## src/rtl/ahb3lite_pkg.sv

```systemverilog
`default_nettype none
// ============================================================================
// Module      : ahb3lite_pkg
// Description : Shared AHB3-Lite constants, hsize helper and APB bridge types.
// Revision    : 1.0 - initial release
// ============================================================================
package ahb3lite_pkg;

    localparam logic [1:0] HTRANS_IDLE   = 2'b00;
    localparam logic [1:0] HTRANS_BUSY   = 2'b01;
    localparam logic [1:0] HTRANS_NONSEQ = 2'b10;
    localparam logic [1:0] HTRANS_SEQ    = 2'b11;

    localparam logic [2:0] HSIZE_BYTE    = 3'b000;
    localparam logic [2:0] HSIZE_HWORD   = 3'b001;
    localparam logic [2:0] HSIZE_WORD    = 3'b010;
    localparam logic [2:0] HSIZE_DWORD   = 3'b011;
    localparam logic [2:0] HSIZE_4WLINE  = 3'b100;
    localparam logic [2:0] HSIZE_8WLINE  = 3'b101;
    localparam logic [2:0] HSIZE_512     = 3'b110;
    localparam logic [2:0] HSIZE_1024    = 3'b111;

    localparam int HPROT_DATA       = 0;
    localparam int HPROT_PRIVILEGED = 1;
    localparam int HPROT_BUFFERABLE = 2;
    localparam int HPROT_CACHEABLE  = 3;

    localparam logic HRESP_OKAY  = 1'b0;
    localparam logic HRESP_ERROR = 1'b1;

    localparam int PPROT_PRIVILEGED  = 0;
    localparam int PPROT_NONSECURE   = 1;
    localparam int PPROT_INSTRUCTION = 2;

    typedef enum logic [2:0] {
        BR_IDLE   = 3'd0,
        BR_LATCH  = 3'd1,
        BR_SETUP  = 3'd2,
        BR_ACCESS = 3'd3,
        BR_ERR1   = 3'd4,
        BR_ERR2   = 3'd5
    } bridge_state_t;

    function automatic int hsize_bytes(input logic [2:0] hsize);
        return 1 << hsize;
    endfunction

endpackage
`default_nettype wire

```

## src/rtl/ahb3lite_apb_lane.sv

```systemverilog
`default_nettype none
// ============================================================================
// Module      : ahb3lite_apb_lane
// Description : Byte-lane steering between the AHB data bus and one APB beat.
// Revision    : 1.0 - initial release
// ============================================================================
module ahb3lite_apb_lane
    import ahb3lite_pkg::*;
#(
    parameter int HDATA_SIZE = 32,
    parameter int PDATA_SIZE = 8,
    parameter int LAW        = (HDATA_SIZE > 8) ? $clog2(HDATA_SIZE / 8) : 1,
    parameter int OFFW       = (PDATA_SIZE > 8) ? $clog2(PDATA_SIZE / 8) : 1
)(
    input  logic [LAW-1:0]          beat_addr,
    input  logic [OFFW-1:0]         byte_off,
    input  logic [2:0]              size,
    input  logic                    write,
    input  logic [HDATA_SIZE-1:0]   hwdata,
    input  logic [PDATA_SIZE-1:0]   prdata,
    input  logic [HDATA_SIZE-1:0]   hrdata_cur,
    output logic [PDATA_SIZE-1:0]   pwdata,
    output logic [PDATA_SIZE/8-1:0] pstrb,
    output logic [HDATA_SIZE-1:0]   hrdata_next
);

    localparam int PB    = PDATA_SIZE / 8;
    localparam int HB    = HDATA_SIZE / 8;
    localparam int NLANE = HB / PB;
    localparam int PBL   = $clog2(PB);
    localparam int HBL   = $clog2(HB);
    localparam int SW    = (NLANE > 1) ? $clog2(NLANE) : 1;

    logic [SW-1:0] w_sel;
    int            w_tb;
    logic          w_unused_ok;

    generate
        if (NLANE > 1) begin : g_multi
            assign w_sel = beat_addr[HBL-1:PBL];
        end else begin : g_single
            assign w_sel = '0;
        end
    endgenerate

    always_comb begin
        pwdata      = '0;
        hrdata_next = hrdata_cur;
        for (int l = 0; l < NLANE; l++) begin
            if (w_sel == SW'(l)) begin
                pwdata = write ? hwdata[l*PDATA_SIZE +: PDATA_SIZE] : '0;
                hrdata_next[l*PDATA_SIZE +: PDATA_SIZE] = prdata;
            end
        end
    end

    // Sub-lane transfers strobe only their own bytes; wider ones fill the lane.
    always_comb begin
        w_tb  = hsize_bytes(size);
        pstrb = '0;
        for (int i = 0; i < PB; i++) begin
            if (write) begin
                if (w_tb >= PB) pstrb[i] = 1'b1;
                else            pstrb[i] = (i >= int'(byte_off)) && (i < int'(byte_off) + w_tb);
            end
        end
    end

    assign w_unused_ok = &{1'b0, beat_addr};

endmodule
`default_nettype wire

```

## src/rtl/ahb3lite_apb_bridge.sv

```systemverilog
`default_nettype none
// ============================================================================
// Module      : ahb3lite_apb_bridge
// Description : AHB3-Lite slave to APB4 master bridge with width conversion.
// Revision    : 1.0 - initial release
// ============================================================================
module ahb3lite_apb_bridge
    import ahb3lite_pkg::*;
#(
    parameter int HADDR_SIZE = 32,
    parameter int HDATA_SIZE = 32,
    parameter int PADDR_SIZE = 10,
    parameter int PDATA_SIZE = 8
)(
    input  logic                    HCLK,
    input  logic                    HRESETn,
    input  logic                    HSEL,
    input  logic [HADDR_SIZE-1:0]   HADDR,
    input  logic [HDATA_SIZE-1:0]   HWDATA,
    output logic [HDATA_SIZE-1:0]   HRDATA,
    input  logic                    HWRITE,
    input  logic [2:0]              HSIZE,
    input  logic [2:0]              HBURST,
    input  logic [3:0]              HPROT,
    input  logic [1:0]              HTRANS,
    input  logic                    HMASTLOCK,
    input  logic                    HREADY,
    output logic                    HREADYOUT,
    output logic                    HRESP,
    output logic                    PSEL,
    output logic                    PENABLE,
    output logic [2:0]              PPROT,
    output logic [PADDR_SIZE-1:0]   PADDR,
    output logic                    PWRITE,
    output logic [PDATA_SIZE/8-1:0] PSTRB,
    output logic [PDATA_SIZE-1:0]   PWDATA,
    input  logic [PDATA_SIZE-1:0]   PRDATA,
    input  logic                    PREADY,
    input  logic                    PSLVERR
);

    localparam int PB   = PDATA_SIZE / 8;
    localparam int HB   = HDATA_SIZE / 8;
    localparam int PBL  = $clog2(PB);
    localparam int HBL  = $clog2(HB);
    localparam int BW   = HBL - PBL + 1;
    localparam int LAW  = (HBL > 0) ? HBL : 1;
    localparam int OFFW = (PBL > 0) ? PBL : 1;

    bridge_state_t           r_state;
    logic [HADDR_SIZE-1:0]   r_addr;
    logic [2:0]              r_size;
    logic                    r_write;
    logic [3:0]              r_prot;
    logic [HDATA_SIZE-1:0]   r_hwdata;
    logic [BW-1:0]           r_beat;

    logic                    w_accept;
    logic                    w_illegal;
    logic [BW-1:0]           w_last_beat;
    logic                    w_is_last;
    logic [BW-1:0]           w_next_beat;
    logic [HADDR_SIZE-1:0]   w_base;
    logic [HADDR_SIZE-1:0]   w_next_addr;
    logic [HADDR_SIZE-1:0]   w_cur_addr;
    logic [HADDR_SIZE-1:0]   w_lane_addr;
    logic [HDATA_SIZE-1:0]   w_wsrc;
    logic [PDATA_SIZE-1:0]   w_pwdata;
    logic [PDATA_SIZE/8-1:0] w_pstrb;
    logic [HDATA_SIZE-1:0]   w_hrdata_next;
    logic [2:0]              w_pprot;
    logic                    w_unused_ok;

    assign w_accept  = HSEL && HREADY && ((HTRANS == HTRANS_NONSEQ) || (HTRANS == HTRANS_SEQ));
    assign w_illegal = (r_size > 3'(HBL));

    always_comb begin
        w_last_beat = '0;
        if (r_size > 3'(PBL)) w_last_beat = BW'((1 << (r_size - 3'(PBL))) - 1);
    end

    assign w_is_last   = (r_beat == w_last_beat);
    assign w_next_beat = (r_state == BR_ACCESS) ? r_beat + BW'(1) : '0;
    assign w_base      = r_addr & ~HADDR_SIZE'(PB - 1);
    assign w_next_addr = w_base + (HADDR_SIZE'(w_next_beat) << PBL);
    assign w_cur_addr  = w_base + (HADDR_SIZE'(r_beat) << PBL);

    // One lane instance serves both directions: a completing read beat needs
    // its own lane, a write needs the lane of the beat being set up next.
    assign w_lane_addr = ((r_state == BR_ACCESS) && !r_write) ? w_cur_addr : w_next_addr;
    assign w_wsrc      = (r_state == BR_LATCH) ? HWDATA : r_hwdata;

    always_comb begin
        w_pprot                    = '0;
        w_pprot[PPROT_PRIVILEGED]  = r_prot[HPROT_PRIVILEGED];
        w_pprot[PPROT_INSTRUCTION] = ~r_prot[HPROT_DATA];
    end

    ahb3lite_apb_lane #(
        .HDATA_SIZE (HDATA_SIZE),
        .PDATA_SIZE (PDATA_SIZE),
        .LAW        (LAW),
        .OFFW       (OFFW)
    ) u_lane (
        .beat_addr   (w_lane_addr[LAW-1:0]),
        .byte_off    (r_addr[OFFW-1:0]),
        .size        (r_size),
        .write       (r_write),
        .hwdata      (w_wsrc),
        .prdata      (PRDATA),
        .hrdata_cur  (HRDATA),
        .pwdata      (w_pwdata),
        .pstrb       (w_pstrb),
        .hrdata_next (w_hrdata_next)
    );

    always_ff @(posedge HCLK or negedge HRESETn) begin
        if (!HRESETn) begin
            r_state   <= BR_IDLE;
            HREADYOUT <= 1'b1;
            HRESP     <= HRESP_OKAY;
            HRDATA    <= '0;
            PSEL      <= 1'b0;
            PENABLE   <= 1'b0;
            PADDR     <= '0;
            PWDATA    <= '0;
            PSTRB     <= '0;
            PWRITE    <= 1'b0;
            PPROT     <= '0;
            r_addr    <= '0;
            r_size    <= '0;
            r_write   <= 1'b0;
            r_prot    <= '0;
            r_hwdata  <= '0;
            r_beat    <= '0;
        end else begin
            case (r_state)
                BR_IDLE: begin
                    HREADYOUT <= 1'b1;
                    HRESP     <= HRESP_OKAY;
                    if (w_accept) begin
                        r_addr    <= HADDR;
                        r_size    <= HSIZE;
                        r_write   <= HWRITE;
                        r_prot    <= HPROT;
                        r_beat    <= '0;
                        HREADYOUT <= 1'b0;
                        r_state   <= BR_LATCH;
                    end
                end
                BR_LATCH: begin
                    r_hwdata <= HWDATA;
                    if (w_illegal) begin
                        HRESP   <= HRESP_ERROR;
                        r_state <= BR_ERR1;
                    end else begin
                        PADDR   <= w_next_addr[PADDR_SIZE-1:0];
                        PWDATA  <= w_pwdata;
                        PSTRB   <= w_pstrb;
                        PWRITE  <= r_write;
                        PPROT   <= w_pprot;
                        PSEL    <= 1'b1;
                        PENABLE <= 1'b0;
                        r_state <= BR_SETUP;
                    end
                end
                BR_SETUP: begin
                    PENABLE <= 1'b1;
                    r_state <= BR_ACCESS;
                end
                BR_ACCESS: begin
                    if (PREADY) begin
                        PENABLE <= 1'b0;
                        if (PSLVERR) begin
                            PSEL    <= 1'b0;
                            HRESP   <= HRESP_ERROR;
                            r_state <= BR_ERR1;
                        end else begin
                            if (!r_write) HRDATA <= w_hrdata_next;
                            if (w_is_last) begin
                                PSEL      <= 1'b0;
                                HREADYOUT <= 1'b1;
                                r_state   <= BR_IDLE;
                            end else begin
                                r_beat  <= w_next_beat;
                                PADDR   <= w_next_addr[PADDR_SIZE-1:0];
                                PWDATA  <= w_pwdata;
                                PSTRB   <= w_pstrb;
                                r_state <= BR_SETUP;
                            end
                        end
                    end
                end
                BR_ERR1: begin
                    HREADYOUT <= 1'b1;
                    HRESP     <= HRESP_ERROR;
                    r_state   <= BR_ERR2;
                end
                BR_ERR2: begin
                    HREADYOUT <= 1'b1;
                    HRESP     <= HRESP_OKAY;
                    r_state   <= BR_IDLE;
                end
                default: begin
                    PSEL      <= 1'b0;
                    PENABLE   <= 1'b0;
                    HREADYOUT <= 1'b1;
                    HRESP     <= HRESP_OKAY;
                    r_state   <= BR_IDLE;
                end
            endcase
        end
    end

    assign w_unused_ok = &{1'b0, HBURST, HMASTLOCK, r_prot, w_next_addr, w_cur_addr, w_lane_addr};

endmodule
`default_nettype wire

```

## config.mk

```make
export PLATFORM = sky130hd
export DESIGN_NAME = ahb3lite_apb_bridge
export DESIGN_NICKNAME = d
export VERILOG_FILES = /design/src/rtl/ahb3lite_pkg.sv /design/src/rtl/ahb3lite_apb_lane.sv /design/src/rtl/ahb3lite_apb_bridge.sv
export SDC_FILE = /design/constraint.sdc
export NUM_CORES = 1
export LEC_CHECK = 0
export ABC_CLOCK_PERIOD_IN_PS = 3880
export BUFFER_PORTS_ARGS = -buffer_cell sky130_fd_sc_hd__buf_4
export CAP_MARGIN = 20
export CORE_MARGIN = 5
export CORE_UTILIZATION = 50
export DETAILED_ROUTE_END_ITERATION = 8
export GPL_TIMING_DRIVEN = 1
export PLACE_DENSITY = 0.77
export SYNTH_ARGS = -nofsm -noshare
export SYNTH_HDL_FRONTEND = slang
export SYNTH_HIERARCHICAL = 1
export SYNTH_SLANG_ARGS = --single-unit
```

## constraint.sdc

```tcl
create_clock -name HCLK -period 3.88 [get_ports HCLK]
set_input_delay 0.582 -clock HCLK [delete_from_list [all_inputs] [get_ports HCLK]]
set_output_delay 0.582 -clock HCLK [all_outputs]
set_load 0.02 [all_outputs]
```

==> results.md <==
Pwr:
- The worst-case IR drop observed on VDD is 0.000375 V.
- The cell leakage power is 3.45 nW.
- The total power density per cell area is 816 nW/um2.

Synth:
- The synthesized instance count is 481.
- The total of flip-flops plus latches after synthesis is 112.
- After synthesis, the cell types taking the most area are sky130_fd_sc_hd__dfrtp_1 (51%), sky130_fd_sc_hd__mux2_2 (12%), sky130_fd_sc_hd__nand2_1 (7.5%).
- The share of synthesized area occupied by flip-flops and latches is 0.510.
- In this run the cell area of the synthesized design comes to 5500 um2.
- A synthesized cell averages 11.4 um2.
- sky130_fd_sc_hd__dfrtp_1 is the most common cell in the netlist.
- The primary flip-flop cell chosen by synthesis mapping is sky130_fd_sc_hd__dfrtp_1.
- Of the post-synthesis cell area, the dominant cell type holds 0.505.
- Counting flops with an async set or reset pin after synthesis yields a share of 1.00.
- During synthesis, Yosys emitted a total of 6 warnings.
- The largest total area in the synthesized netlist belongs to sky130_fd_sc_hd__dfrtp_1.
- The commonest cells after synthesis are sky130_fd_sc_hd__dfrtp_1 (111), sky130_fd_sc_hd__nand2_1 (110), sky130_fd_sc_hd__mux2_2 (60).
- Yosys mapped the design onto 51 distinct sky130hd cell types.
- The post-synth net total is 580.
- In this run, synthesis inferred 0 flip-flops with an integrated enable.

Floorplan:
- For this configuration, the core starts out at a cell density of 0.509.
- The site row count is 38.
- The die extent in x is 115 um.
- 151 I/O pins were placed.
- After floorplanning, the core was sized to cover 10800 um2.
- In this run the vertical extent of the chip is 115 um.
- The area enclosed by the die boundary is 13200 um2.

Clock network:
- The maximum root-to-sink buffer count is 2.
- The clock tree root driver cell is sky130_fd_sc_hd__clkbuf_8.
- The total of cells resized after clock tree synthesis is 0.
- The source-to-sink clock delay at the later pin of the worst-skew pair is 0.37 ns.
- Clock tree synthesis inserted a total of 9 buffers.
- For this design, the sink count on the clock tree is 112.
- In this run the number of H-tree levels came out at 3.
- TritonCTS built the clock tree.
- The clock transition at the registers of the reported paths is 0.10 ns.
- The post-cts hold buffer count is 0.
- The buffer count from post-CTS setup fixing is 0.

Setup path:
- The maximum fanout along the worst path is 8.
- The flop-to-flop setup slack is 0.48 ns.
- STA classifies the critical path endpoint as a register.
- The critical register-to-register path startpoint is r_state[2].
- The logic depth of the worst register-to-register path is 10.
- The endpoint identified for the worst register-to-register timing path is HRDATA[15].
- The arrival time of the worst setup path is 3.66 ns.
- The worst setup path is launched from a register.
- The data required time at the worst endpoint is 4.14 ns.
- The critical path starts at r_state[2].
- By startpoint and endpoint, the worst setup path is classified as reg -> reg.
- The critical path capture point is HRDATA[15].

Timing:
- The highest attainable clock frequency is 294 MHz.
- Setup repair after global routing left no endpoint under its margin.
- The final period utilization is 0.876.
- In this run the tightest slew margin relative to its limit is 0.253.
- The final hold violation count is 0.
- The sum of negative setup slack is 0 ns.
- On the final layout, the worst clock skew is 0.00911 ns.
- The final setup violation count is 0.
- The worst-margin pin slew is 1.12 ns.
- The max-slew violation count was 0.
- For the finished layout, the period the worst path requires is 3.40 ns.

GRT:
- The via count of the first global-routing pass is 4056.
- The number of antenna violations at the first check in global routing came to 0.
- Across every metal layer, demand over resource in global routing totals 0.187.
- The wire length of the first global-routing pass is 19.8 mm.
- The maximum number of pins on one net before global-route repair is 113.
- The total congestion overflow after global routing is 0.

Routing:
- The routed layout has 3954 vias.
- For this run, design rule violations remaining after detail routing come to 0.
- For this block, the routed nets add up to 12.1 mm of wire.
- The via density per instance is 5.33.
- The number of search-and-repair iterations in the first detailed-routing pass is 4.
- The residual antenna-violating net count after detailed routing is 0.
- In the final routed layout, each cell accounts on average for 16.3 um.
- The number of DRC markers in iteration 0 is 279.

Run:
- The tool flagged a number of max-cap violations equal to 0.

Layout:
- The repair_antennas step left the layout with diodes totalling 0.
- The final layout net count is 696.
- Of the cells placed in the final design, the portion with a size suffix greater than 1 is 0.379.
- The area overhead of the layout relative to synthesis is 22.6%.
- The final standard cell area without fillers is 6740 um2.

Placement:
- The routability congestion estimate is 0.822.
- The half-perimeter wire length of the detailed placement result is 8.69 mm.
- The placed instances occupy a cell area of 6510 um2.
- The number of port buffers is 120.

Run status:
- The run finished with clean final reports.

Hold path:
- The worst hold path belongs to the class in -> async.
==> registers in the layout (all words and copies together), names as in the netlist <==
signal and flops:
PSEL 1, r_state 3, HRDATA 32, PSTRB 1, PWDATA 8, PADDR 10
r_write 1, HRESP 1, r_size 3, HREADYOUT 1, r_addr 10, r_beat 3
PENABLE 1, r_hwdata 32, r_prot 2, PPROT 2, PWRITE 1
==> critical path: stages, from the launching register on <==
cell                      delay, ns
sky130_fd_sc_hd__dfrtp_1       0.40
sky130_fd_sc_hd__nor2b_1       0.17
sky130_fd_sc_hd__nand2_1       0.15
sky130_fd_sc_hd__nor2_1        0.16
sky130_fd_sc_hd__ha_1          0.21
sky130_fd_sc_hd__inv_1         0.06
sky130_fd_sc_hd__fa_1          0.51
sky130_fd_sc_hd__o21ai_2       0.12
sky130_fd_sc_hd__nor2b_1       0.88
sky130_fd_sc_hd__mux2_4        0.35
sky130_fd_sc_hd__mux2_2        0.26
==> cells in the final DEF, fill, tap and decap left out, types with 2 or more instances in the layout <==
master	instances
sky130_fd_sc_hd__nor2b_1	6
sky130_fd_sc_hd__nor4_1	2
sky130_fd_sc_hd__a21oi_1	6
sky130_fd_sc_hd__mux2_2	60
sky130_fd_sc_hd__mux2i_1	18
sky130_fd_sc_hd__or3_1	2
sky130_fd_sc_hd__dfrtp_1	111
sky130_fd_sc_hd__buf_4	126
sky130_fd_sc_hd__nand2_1	110
sky130_fd_sc_hd__xor2_1	2
sky130_fd_sc_hd__o211a_1	2
sky130_fd_sc_hd__nand2b_1	4
sky130_fd_sc_hd__nor2_1	14
sky130_fd_sc_hd__xnor2_1	8
sky130_fd_sc_hd__o21ai_0	12
sky130_fd_sc_hd__o311ai_0	2
sky130_fd_sc_hd__nor3_1	3
sky130_fd_sc_hd__mux2_4	16
sky130_fd_sc_hd__nand4_1	4
sky130_fd_sc_hd__clkbuf_8	11
sky130_fd_sc_hd__nand3_1	3
sky130_fd_sc_hd__mux2_1	24
sky130_fd_sc_hd__a211oi_1	2
sky130_fd_sc_hd__a31oi_1	2
sky130_fd_sc_hd__ha_1	6
sky130_fd_sc_hd__inv_1	9
sky130_fd_sc_hd__o22ai_1	8
==> area by class of cell <==
cell class | instances | area (um2)
inverter | 9 | 33.8
tap | 140 | 175
timing repair buffer | 128 | 993
clock inverter | 4 | 51.3
clock buffer | 12 | 155
fill | 875 | 4050
sequential | 112 | 2800
multi-input combinational | 337 | 2530
==> metrics by stage <==
step	instances	hold WS [ns]	total power, mW	worst slack, ns	util
floorplan	481	0.286	3.95	1.13	-
global placement	725	0.443	4.66	0.581	0.603
detailed placement	725	0.442	4.79	0.499	0.603
CTS	741	0.301	5.51	0.476	0.622
global route	742	0.293	5.88	0.256	0.625
finish	742	0.222	5.50	0.480	0.625
==> logic make-up after synthesis <==
group           share of synthesized area
compound gates                     0.0544
xor+xnor                           0.0159
fa+ha+maj                          0.0173
buf+inv                            0.0312
flops                               0.510
mux                                 0.249
other cells                      0.000682
simple gates                        0.122
==> how the worst min path moves through the flow <==
| stage | start | end | slack (ns) |
|---|---|---|---|
| after detailed placement | r_prot[0] | PPROT[2] | 0.44 |
| after CTS | HRESETn | r_hwdata[6] | 0.30 |
| after global routing | HRESETn | r_write | 0.29 |
| final | HRESETn | HRESP | 0.22 |
| after floorplan | HRESETn | HRDATA[0] | 0.29 |
| after global placement | r_prot[0] | PPROT[2] | 0.44 |
==> routing by layer <==
metal	global-route usage	up-vias	wire length (um)
li1	-	1885	-
met1	0.255	1916	5390
met2	0.294	138	5610
met3	0.0405	15	917
met4	0.0689	0	195
met5	0	-	0
==> report_power, final <==
group | switching (mW) | internal, mW
Clock | 0.386 | 0.336
Sequential | 0.298 | 1.66
Combinational | 1.47 | 1.35
Power figures use the tool's default switching activity.
